===== src/rtl/spi_initiator_pkg.sv =====
// Shared types for the SPI initiator: FSM state encoding and the per-word mode
// captured when a command is accepted.
package spi_initiator_pkg;

  typedef enum logic [2:0] {
    ST_IDLE  = 3'd0,
    ST_GAP   = 3'd1,
    ST_SETUP = 3'd2,
    ST_SHIFT = 3'd3,
    ST_HOLD  = 3'd4
  } spi_state_t;

  typedef struct packed {
    logic cpol;
    logic cpha;
    logic last;
  } spi_mode_t;

endpackage


===== src/rtl/spi_sck_gen.sv =====
// Half-period divider for the SPI initiator: ticks every H = div+1 cycles, drives
// sck and flags leading/trailing edges while the FSM is shifting.
module spi_sck_gen #(
  parameter int DIV_W = 8
) (
  input  logic             clk,
  input  logic             rst_n,
  input  logic             start,
  input  logic [DIV_W-1:0] start_div,
  input  logic             run,
  input  logic             park,
  input  logic             park_lvl,
  input  logic             shift,
  input  logic             cpol,
  output logic             tick,
  output logic             lead,
  output logic             trail,
  output logic             sck
);

  logic [DIV_W-1:0] div_r;
  logic [DIV_W-1:0] cnt_r;
  logic             sck_r;
  logic             tick_s;

  assign tick_s = (cnt_r == {DIV_W{1'b0}});

  // Reload at each terminal count so every FSM state lasts exactly H cycles.
  always_ff @(posedge clk or negedge rst_n) begin
    if (!rst_n) begin
      div_r <= {DIV_W{1'b0}};
      cnt_r <= {DIV_W{1'b0}};
      sck_r <= 1'b0;
    end else begin
      if (start) begin
        div_r <= start_div;
        cnt_r <= start_div;
      end else if (run) begin
        cnt_r <= tick_s ? div_r : cnt_r - DIV_W'(1);
      end
      if (park) begin
        sck_r <= park_lvl;
      end else if (shift && tick_s) begin
        sck_r <= ~sck_r;
      end
    end
  end

  assign tick  = tick_s;
  assign lead  = shift && tick_s && (sck_r == cpol);
  assign trail = shift && tick_s && (sck_r != cpol);
  assign sck   = sck_r;

endmodule


===== src/rtl/spi_initiator_ctrl.sv =====
// SPI initiator with per-command mode, target select and CS hold between words.
// Define SPI_INITIATOR_CTRL_LSB_FIRST_EN to add the cmd_lsb_first input.
module spi_initiator_ctrl
  import spi_initiator_pkg::*;
#(
  parameter int DATA_W = 8,
  parameter int NUM_CS = 4,
  parameter int DIV_W  = 8,
  localparam int CS_W  = (NUM_CS > 1) ? $clog2(NUM_CS) : 1
) (
  input  logic              clk,
  input  logic              rst_n,
  input  logic              cmd_valid,
  output logic              cmd_ready,
  input  logic [DATA_W-1:0] cmd_data,
  input  logic [CS_W-1:0]   cmd_cs,
  input  logic              cmd_cpol,
  input  logic              cmd_cpha,
  input  logic              cmd_last,
`ifdef SPI_INITIATOR_CTRL_LSB_FIRST_EN
  input  logic              cmd_lsb_first,
`endif
  input  logic [DIV_W-1:0]  clk_div,
  output logic              rsp_valid,
  output logic [DATA_W-1:0] rsp_data,
  output logic              sck,
  output logic              sdo,
  input  logic              sdi,
  output logic [NUM_CS-1:0] csn,
  output logic              busy
);

  localparam int TW = $clog2(2 * DATA_W);
  localparam logic [TW-1:0] LAST_TOG = TW'(2 * DATA_W - 1);

  spi_state_t        state_r, state_nxt;
  spi_mode_t         mode_r;
  logic [DATA_W-1:0] tx_r, rx_r, rsp_data_r, tx_src_s;
  logic [CS_W-1:0]   cs_r, cs_src_s;
  logic [NUM_CS-1:0] csn_r;
  logic [TW-1:0]     tog_r;
  logic held_r, lsb_r, sdo_r, rsp_valid_r;
  logic accept_s, need_gap_s, setup_enter_s, done_s, lsb_in_s, lsb_src_s;
  logic tick_s, lead_s, trail_s, shift_ev_s, sample_s, park_lvl_s;

`ifdef SPI_INITIATOR_CTRL_LSB_FIRST_EN
  assign lsb_in_s = cmd_lsb_first;
`else
  assign lsb_in_s = 1'b0;
`endif

  // Out-of-range selects decode to all-high so the word runs with no target.
  function automatic logic [NUM_CS-1:0] cs_decode(input logic [CS_W-1:0] cs);
    logic [NUM_CS-1:0] v;
    v = {NUM_CS{1'b1}};
    for (int i = 0; i < NUM_CS; i++) begin
      if (int'(cs) == i) v[i] = 1'b0;
    end
    return v;
  endfunction

  assign accept_s      = cmd_valid && (state_r == ST_IDLE);
  assign need_gap_s    = held_r && (cmd_cs != cs_r);
  assign setup_enter_s = (accept_s && !need_gap_s) || ((state_r == ST_GAP) && tick_s);
  assign done_s        = (state_r == ST_HOLD) && tick_s;
  assign tx_src_s      = accept_s ? cmd_data : tx_r;
  assign cs_src_s      = accept_s ? cmd_cs : cs_r;
  assign lsb_src_s     = accept_s ? lsb_in_s : lsb_r;
  assign park_lvl_s    = accept_s ? cmd_cpol : mode_r.cpol;
  // CPHA=1 already presents the first bit in SETUP, so its first leading edge does not shift.
  assign shift_ev_s    = mode_r.cpha ? (lead_s && (tog_r != {TW{1'b0}})) : trail_s;
  assign sample_s      = mode_r.cpha ? trail_s : lead_s;

  spi_sck_gen #(.DIV_W(DIV_W)) u_sck_gen (
    .clk       (clk),
    .rst_n     (rst_n),
    .start     (accept_s),
    .start_div (clk_div),
    .run       (state_r != ST_IDLE),
    .park      (setup_enter_s),
    .park_lvl  (park_lvl_s),
    .shift     (state_r == ST_SHIFT),
    .cpol      (mode_r.cpol),
    .tick      (tick_s),
    .lead      (lead_s),
    .trail     (trail_s),
    .sck       (sck)
  );

  // State register.
  always_ff @(posedge clk or negedge rst_n) begin
    if (!rst_n) state_r <= ST_IDLE;
    else        state_r <= state_nxt;
  end

  // Next-state logic.
  always_comb begin
    state_nxt = state_r;
    case (state_r)
      ST_IDLE:  if (cmd_valid) state_nxt = need_gap_s ? ST_GAP : ST_SETUP;
                else state_nxt = ST_IDLE;
      ST_GAP:   if (tick_s) state_nxt = ST_SETUP; else state_nxt = ST_GAP;
      ST_SETUP: if (tick_s) state_nxt = ST_SHIFT; else state_nxt = ST_SETUP;
      ST_SHIFT: if (tick_s && (tog_r == LAST_TOG)) state_nxt = ST_HOLD;
                else state_nxt = ST_SHIFT;
      ST_HOLD:  if (tick_s) state_nxt = ST_IDLE; else state_nxt = ST_HOLD;
      default:  state_nxt = ST_IDLE;
    endcase
  end

  // State-decoded handshake/status outputs.
  always_comb begin
    cmd_ready = 1'b0;
    busy      = 1'b1;
    case (state_r)
      ST_IDLE: begin
        cmd_ready = 1'b1;
        busy      = 1'b0;
      end
      default: begin
        cmd_ready = 1'b0;
        busy      = 1'b1;
      end
    endcase
  end

  // Command capture, shift/sample datapath, chip selects and response.
  always_ff @(posedge clk or negedge rst_n) begin
    if (!rst_n) begin
      mode_r      <= '{cpol: 1'b0, cpha: 1'b0, last: 1'b0};
      tx_r        <= {DATA_W{1'b0}};
      rx_r        <= {DATA_W{1'b0}};
      rsp_data_r  <= {DATA_W{1'b0}};
      cs_r        <= {CS_W{1'b0}};
      csn_r       <= {NUM_CS{1'b1}};
      tog_r       <= {TW{1'b0}};
      held_r      <= 1'b0;
      lsb_r       <= 1'b0;
      sdo_r       <= 1'b0;
      rsp_valid_r <= 1'b0;
    end else begin
      rsp_valid_r <= 1'b0;
      if (accept_s) begin
        mode_r <= '{cpol: cmd_cpol, cpha: cmd_cpha, last: cmd_last};
        tx_r   <= cmd_data;
        rx_r   <= {DATA_W{1'b0}};
        cs_r   <= cmd_cs;
        lsb_r  <= lsb_in_s;
        tog_r  <= {TW{1'b0}};
        if (need_gap_s) csn_r <= {NUM_CS{1'b1}};
      end
      if (setup_enter_s) begin
        csn_r <= cs_decode(cs_src_s);
        sdo_r <= lsb_src_s ? tx_src_s[0] : tx_src_s[DATA_W-1];
      end
      if ((state_r == ST_SHIFT) && tick_s) tog_r <= tog_r + TW'(1);
      if (shift_ev_s) begin
        tx_r  <= lsb_r ? {1'b0, tx_r[DATA_W-1:1]} : {tx_r[DATA_W-2:0], 1'b0};
        sdo_r <= lsb_r ? tx_r[1] : tx_r[DATA_W-2];
      end
      if (sample_s) begin
        rx_r <= lsb_r ? {sdi, rx_r[DATA_W-1:1]} : {rx_r[DATA_W-2:0], sdi};
      end
      if (done_s) begin
        rsp_valid_r <= 1'b1;
        rsp_data_r  <= rx_r;
        held_r      <= !mode_r.last;
        if (mode_r.last) csn_r <= {NUM_CS{1'b1}};
      end
    end
  end

  assign rsp_valid = rsp_valid_r;
  assign rsp_data  = rsp_data_r;
  assign sdo       = sdo_r;
  assign csn       = csn_r;

endmodule


===== config.mk =====
export PLATFORM = sky130hd
export DESIGN_NAME = spi_initiator_ctrl
export DESIGN_NICKNAME = d
export VERILOG_FILES = /design/src/rtl/spi_initiator_pkg.sv /design/src/rtl/spi_sck_gen.sv /design/src/rtl/spi_initiator_ctrl.sv
export SDC_FILE = /design/constraint.sdc
export NUM_CORES = 1
export LEC_CHECK = 0
export ABC_CLOCK_PERIOD_IN_PS = 2290
export BUFFER_PORTS_ARGS = -buffer_cell sky130_fd_sc_hd__buf_4
export CORE_MARGIN = 1
export CORE_UTILIZATION = 45
export DETAILED_ROUTE_END_ITERATION = 6
export HOLD_SLACK_MARGIN = 0.05
export MAX_ROUTING_LAYER = met4
export PLACE_DENSITY = 0.69
export SLEW_MARGIN = 10
export SYNTH_ARGS = -nofsm -noshare
export SYNTH_HDL_FRONTEND = slang
export SYNTH_SLANG_ARGS = --single-unit
export TNS_END_PERCENT = 20

===== constraint.sdc =====
create_clock -name clk -period 2.29 [get_ports clk]
set_input_delay 0.1145 -clock clk [delete_from_list [all_inputs] [get_ports clk]]
set_output_delay 0.1145 -clock clk [all_outputs]
set_load 0.01 [all_outputs]

== Yosys cells after proc, flatten, opt, wreduce, memory -nomap -nowiden ==
Cells that the tools add are included.
Storage, ports and cells
  bits in registers: 61
  input port bits: 25
  output and inout bits: 17
  logic and storage cells: 97
Cells by class
  $add $sub $neg: 2
  eq/ne operators: 11
  muxes and demuxes: 41
  bitwise operators: 1
  reductions and logical operators: 24
Operators with widths (count)
  8-bit two-way mux: 9
  4-bit two-way mux: 7
  1-bit two-way mux: 18
  3-bit one-hot mux with 5 select lines: 1
  2-bit nonzero test: 6
  1-bit logical AND: 10
  8-bit logical NOT: 1
  2-bit two-way mux: 4
  8-bit by 1-bit subtractor with 8-bit output (second input constant): 1
  3-bit by 2-bit equality test with 1-bit output (second input constant): 2
  3-bit two-way mux: 2
  4-bit by 1-bit adder with 4-bit output (second input constant): 1
  2-bit equality test (second input constant): 2
  4-bit equality test (second input constant): 1
  4-bit nonzero test: 1
  3-bit by 1-bit equality test with 1-bit output (second input constant): 1
  3-bit equality test (second input constant): 1
  3-bit logical NOT: 1
  3-bit nonzero test: 1
  2-bit by 1-bit equality test with 1-bit output (second input constant): 1
  1-bit logical NOT: 2
  2-bit logical NOT: 1
  2-bit != test: 1
  1-bit equality test: 1
  other kinds (3): 3

== Longest topological paths before layout ==
  depth after elaboration: 8
  depth in mapped cells: 10
  depth with buffers taken out: 8

== Cells and area by module ==
A second synthesis with hierarchy kept.
Unflattened totals
  cells, all modules: 289
  area, all modules: 3105.5 µm²
By module, submodules not included
  spi_initiator_ctrl: times used 1, cells each 199, area an instance 2152.1 µm²
  spi_sck_gen: times used 1, cells each 90, area an instance 953.4 µm²

== Least setup slack after synthesis ==
OpenSTA, ideal clock, no wires.
  path kind: register to register
  start point: register u_sck_gen.cnt_r[0]
  end point: register tx_r[1]
  arrival time: 2018 ps
  data required time: 2163 ps
  setup slack: 144 ps
  stages on the path, launching flop included: 9
  path buffers: 1
  cells stage by stage: dfrtp_1 > inv_1 > ha_1 > or3b_1 > clkbuf_1 > nor4_4 > o21ai_2 > a211oi_1 > a31oi_1
Between the ends
  longest elaborated chain between the ends: 6
  elaborated cells on any way between the ends: 8
Ends and longest elaborated chain
  from (decl): RTL line spi_sck_gen.sv:22  | logic [DIV_W-1:0] cnt_r;
  from (signal assigned): RTL line spi_sck_gen.sv:32  | cnt_r <= {DIV_W{1'b0}};
  from (signal assigned): RTL line spi_sck_gen.sv:37  | cnt_r <= start_div;
  from (signal assigned): RTL line spi_sck_gen.sv:39  | cnt_r <= tick_s ? div_r : cnt_r - DIV_W'(1);
  8-bit logical NOT (*): RTL line spi_sck_gen.sv:26  | assign tick_s = (cnt_r == {DIV_W{1'b0}});
  1-bit logical AND (*): RTL line spi_sck_gen.sv:50, spi_sck_gen.sv:51
  1-bit logical AND: RTL line spi_sck_gen.sv:50  | assign lead = shift && tick_s && (sck_r == cpol);
  1-bit logical AND: RTL line spi_initiator_ctrl.sv:71  | assign shift_ev_s = mode_r.cpha ? (lead_s && (tog_r != {TW{1'b0}})) : trail_s;
  1-bit two-way mux (*): RTL line spi_initiator_ctrl.sv:71
  8-bit two-way mux / 2-bit nonzero test (equally long branches)
  to (signal assigned): RTL line spi_initiator_ctrl.sv:131  | tx_r <= {DATA_W{1'b0}};
  to (signal assigned): RTL line spi_initiator_ctrl.sv:145  | tx_r <= cmd_data;
  to (signal assigned): RTL line spi_initiator_ctrl.sv:158  | tx_r <= lsb_r ? {1'b0, tx_r[DATA_W-1:1]} : {tx_r[DATA_W-2:0], 1'b0};
  to (decl): RTL line spi_initiator_ctrl.sv:38  | logic [DATA_W-1:0] tx_r, rx_r, rsp_data_r, tx_src_s;
Every way passes the cells marked *; elsewhere a longest branch is shown, timed or not.
A chain may end at the register's enable or synchronous reset.

== Worst setup path in the final report ==
Same ends and word-level chain as after synthesis.

==> results.yml <==
floorplanning:
  die_y_microns: 84.2
  fp-row-count: 29
  core-area_sq_um: 6420
  ios: 42
  start_util: 0.474
  die_area_sq_um: 7090
  die_x_microns: 84.2
critical_path:
  r2r_cells: 8
  cp_slowest_stage_delay_ps: 470
  timing.rr.end: "tx_r[1]"
  crit_type: "register to register"
  r2r_start: "u_sck_gen.cnt_r[0]"
  crit_path_end_kind: "register"
  r2r_setup_slack_ps: 120
  critPathCapture: "tx_r[1]"
  worstPathRequired_ps: 2490
  startpoint_type: "register"
  startpoint: "u_sck_gen.cnt_r[0]"
  critPathArrivalTime_ps: 2370
  worstPathCellList: "inv_1 > ha_1 > or3b_1 > nor4_4 > buf_4 > o21ai_4 > a211oi_1 > a31oi_1"
  path_max_fanout: 18
  cp_slowest_cell: "or3b_1"
final_layout:
  mostFrequentLayoutCell: "nand2_1"
  area_growth_pct: 27.6
  nets: 426
  final_cell_mix: "86 x nand2_1, 57 x dfrtp_1, 56 x buf_4, 19 x dlygate4sd3_1, 17 x mux2i_1"
  diodes: 0
  drive_gt1_frac: 0.211
timing:
  fin_ws_ps: 116
  final_hold_viol_count: 0
  slew_headroom: 0.484
  rsz0062_at_grt: "false"
  fmax_mhz: 460
  finalCritPeriodShare: 0.949
  tightest_slew_ps: 775
  drv_slew: 0
  skew_ps: 9.12
  fin_crit_ps: 2170
  setup_viol: 0
  fin_setup_tns_ps: 0
run_status:
  outcome: "complete, no violations"
global_route:
  overflow: 0
  first_global_vias: 2556
  track_usage: 0.220
  grt_max_degree: 62
  grt_pass1_wl_microns: 11800
  antenna_found_initial: 0
yosys:
  seq_area_frac_synth: 0.503
  muxShareOfSynthArea: 0.0745
  synth_xor_area_frac: 0.0230
  ys_ff_latch: 61
  syn-cell-area_sq_um: 3040
  synth_nets: 356
  synthCells: 327
  synth_top_family_by_area: "simple AND/OR/NAND/NOR gates"
  synth_fa_ha_area_frac: 0.0165
  synth_ff_type: "dfrtp_1"
  synth_compound_area_frac: 0.132
  post-synth-top-area-cell: "dfrtp_1"
  synth_simple_gate_area_frac: 0.215
  yosysWarnings: 0
  yosysUniqueCellTypes: 47
  synth.avg_cell_area_sq_um: 9.30
  synth_top_area_share: 0.469
  synth_edf_count: 0
  async_reset_ff_frac: 1.00
  synth_area_leaders: "dfrtp_1 47%, nand2_1 11%, mux2i_1 5.6%, dfstp_2 3.5%, a211oi_1 2.2%"
placed_design:
  dp_hpwl_microns: 4530
  dp_slack_ps: 52.4
  gp_congestion: 0.798
  port_buffers: 41
clock_tree:
  h-tree-depth: 3
  cts_buffers: 9
  cts_tree: "built"
  cts_buffer_depth: 2
  insertion_delay_ps: 340
  root_buffer: "clkbuf_8"
  cts_num_sinks: 61
  path_clk_slew_ps: 70
route:
  drt-total-wl_microns: 6840
  drtAntennaViolNets: 0
  via_per_inst: 5.30
  firstDrtPassIters: 4
  drt_iter0_markers: 190
  vias: 2541
  wl_per_cell_microns: 14.3
  drc: 0
power:
  p_leak_nw: 1.79
  power_density_nw_per_um2: 542
  ir_drop_mv: 0.283
  power_mw: 2.10
flow_run:
  cap_violations: 0
hold_path:
  hold_path_depth: 3
  hp-class: "input port to register"
==> cells in the mapped netlist, drive strengths merged (3+ instances only) <==
| library cell | n |
|---|---|
| dfstp | 4 |
| nand2 | 87 |
| a211oi | 9 |
| dfrtp | 57 |
| ha | 4 |
| inv | 10 |
| nor2b | 9 |
| nand2b | 3 |
| mux2i | 17 |
| and2 | 3 |
| a31oi | 10 |
| xor2 | 3 |
| o32ai | 4 |
| xnor2 | 5 |
| a21oi | 7 |
| buf | 6 |
| nor2 | 15 |
| mux2 | 5 |
| o21ai | 20 |
| nand3 | 12 |
| clkbuf | 10 |
| nor3 | 6 |
==> power by group <==
group | switching, mW | internal, mW | leakage [nW]
registers | 0.000651 | 1.08 | 0.712
clock network | 0.432 | 0.500 | 0.0923
logic | 0.0405 | 0.0531 | 0.988
total | 0.473 | 1.63 | 1.79
==> area by class of cell <==
cell class                 count  area, sq um
clock buffer                  10          128
clock inverter                 6         63.8
sequential                    61         1530
inverter                      10         37.5
multi-input combinational    240         1420
fill                         539         2540
tap                           77         96.3
timing repair buffer          75          611
==> metrics by stage <==
| stage | hold slack (ps) | area, sq um | utilization | instances |
|---|---|---|---|---|
| 6_report | 76.3 | 3880 | 0.605 | 479 |
| 2_1_floorplan | -181 | 3040 | - | 327 |
| 3_5_place_dp | 245 | 3480 | 0.542 | 443 |
| 4_1_cts | 50.8 | 3850 | 0.600 | 477 |
| 5_1_grt | 86.1 | 3880 | 0.605 | 479 |
| 3_3_place_gp | 247 | 3480 | 0.542 | 443 |
==> worst max-delay path: cells and delay by family (launching register included) <==
kind | cells | cell delay (ps)
and+or+nand+nor | 2 | 700
AOI/OAI and AO/OA | 3 | 510
DFF | 1 | 370
buffers and inverters | 2 | 260
adders and majority gates | 1 | 200
==> flip-flops by register name, indices dropped and copies added (netlist names), 4 cells and up <==
signal / cells
csn: 4
rsp_data: 8
rx_r: 8
tog_r: 4
tx_r: 8
u_sck_gen.cnt_r: 8
u_sck_gen.div_r: 8
==> kinds of logic (layout without fill, tap and decap cells) <==
logic type,after synthesis,count (layout)
xor+xnor,8,8
mux,22,22
flops,61,61
buf+inv,26,101
simple gates,144,144
fa+ha+maj,4,4
compound gates,62,62
==> repair_timing <==
| item | CTS | global route |
|---|---|---|
| setup endpoints to repair | 0 | 7 |
| gates resized for setup | 0 | 2 |
| hold endpoints to repair | 75 | 1 |
| buffers inserted | 0 | 1 |
| hold buffers | 18 | 1 |
==> worst min path at each step <==
stage,startpoint,endpoint,slack (ps)
finish,sdi,rx_r[7],80
global route,sdi,rx_r[0],90
CTS,cmd_data[6],tx_r[6],50
detailed placement,rst_n,u_sck_gen.div_r[6],250
global placement,rst_n,u_sck_gen.div_r[6],250
floorplan,rst_n,cs_r[0],-180
==> per-layer routing <==
layer  track usage  wire, microns  up-vias
li1              -              -     1271
met4        0.0831             99        0
met1         0.302           3360     1205
met2         0.330           3130       56
met3        0.0383            247        9
met5             -              0        -
Note: power is estimated with default switching activity, not from simulation.
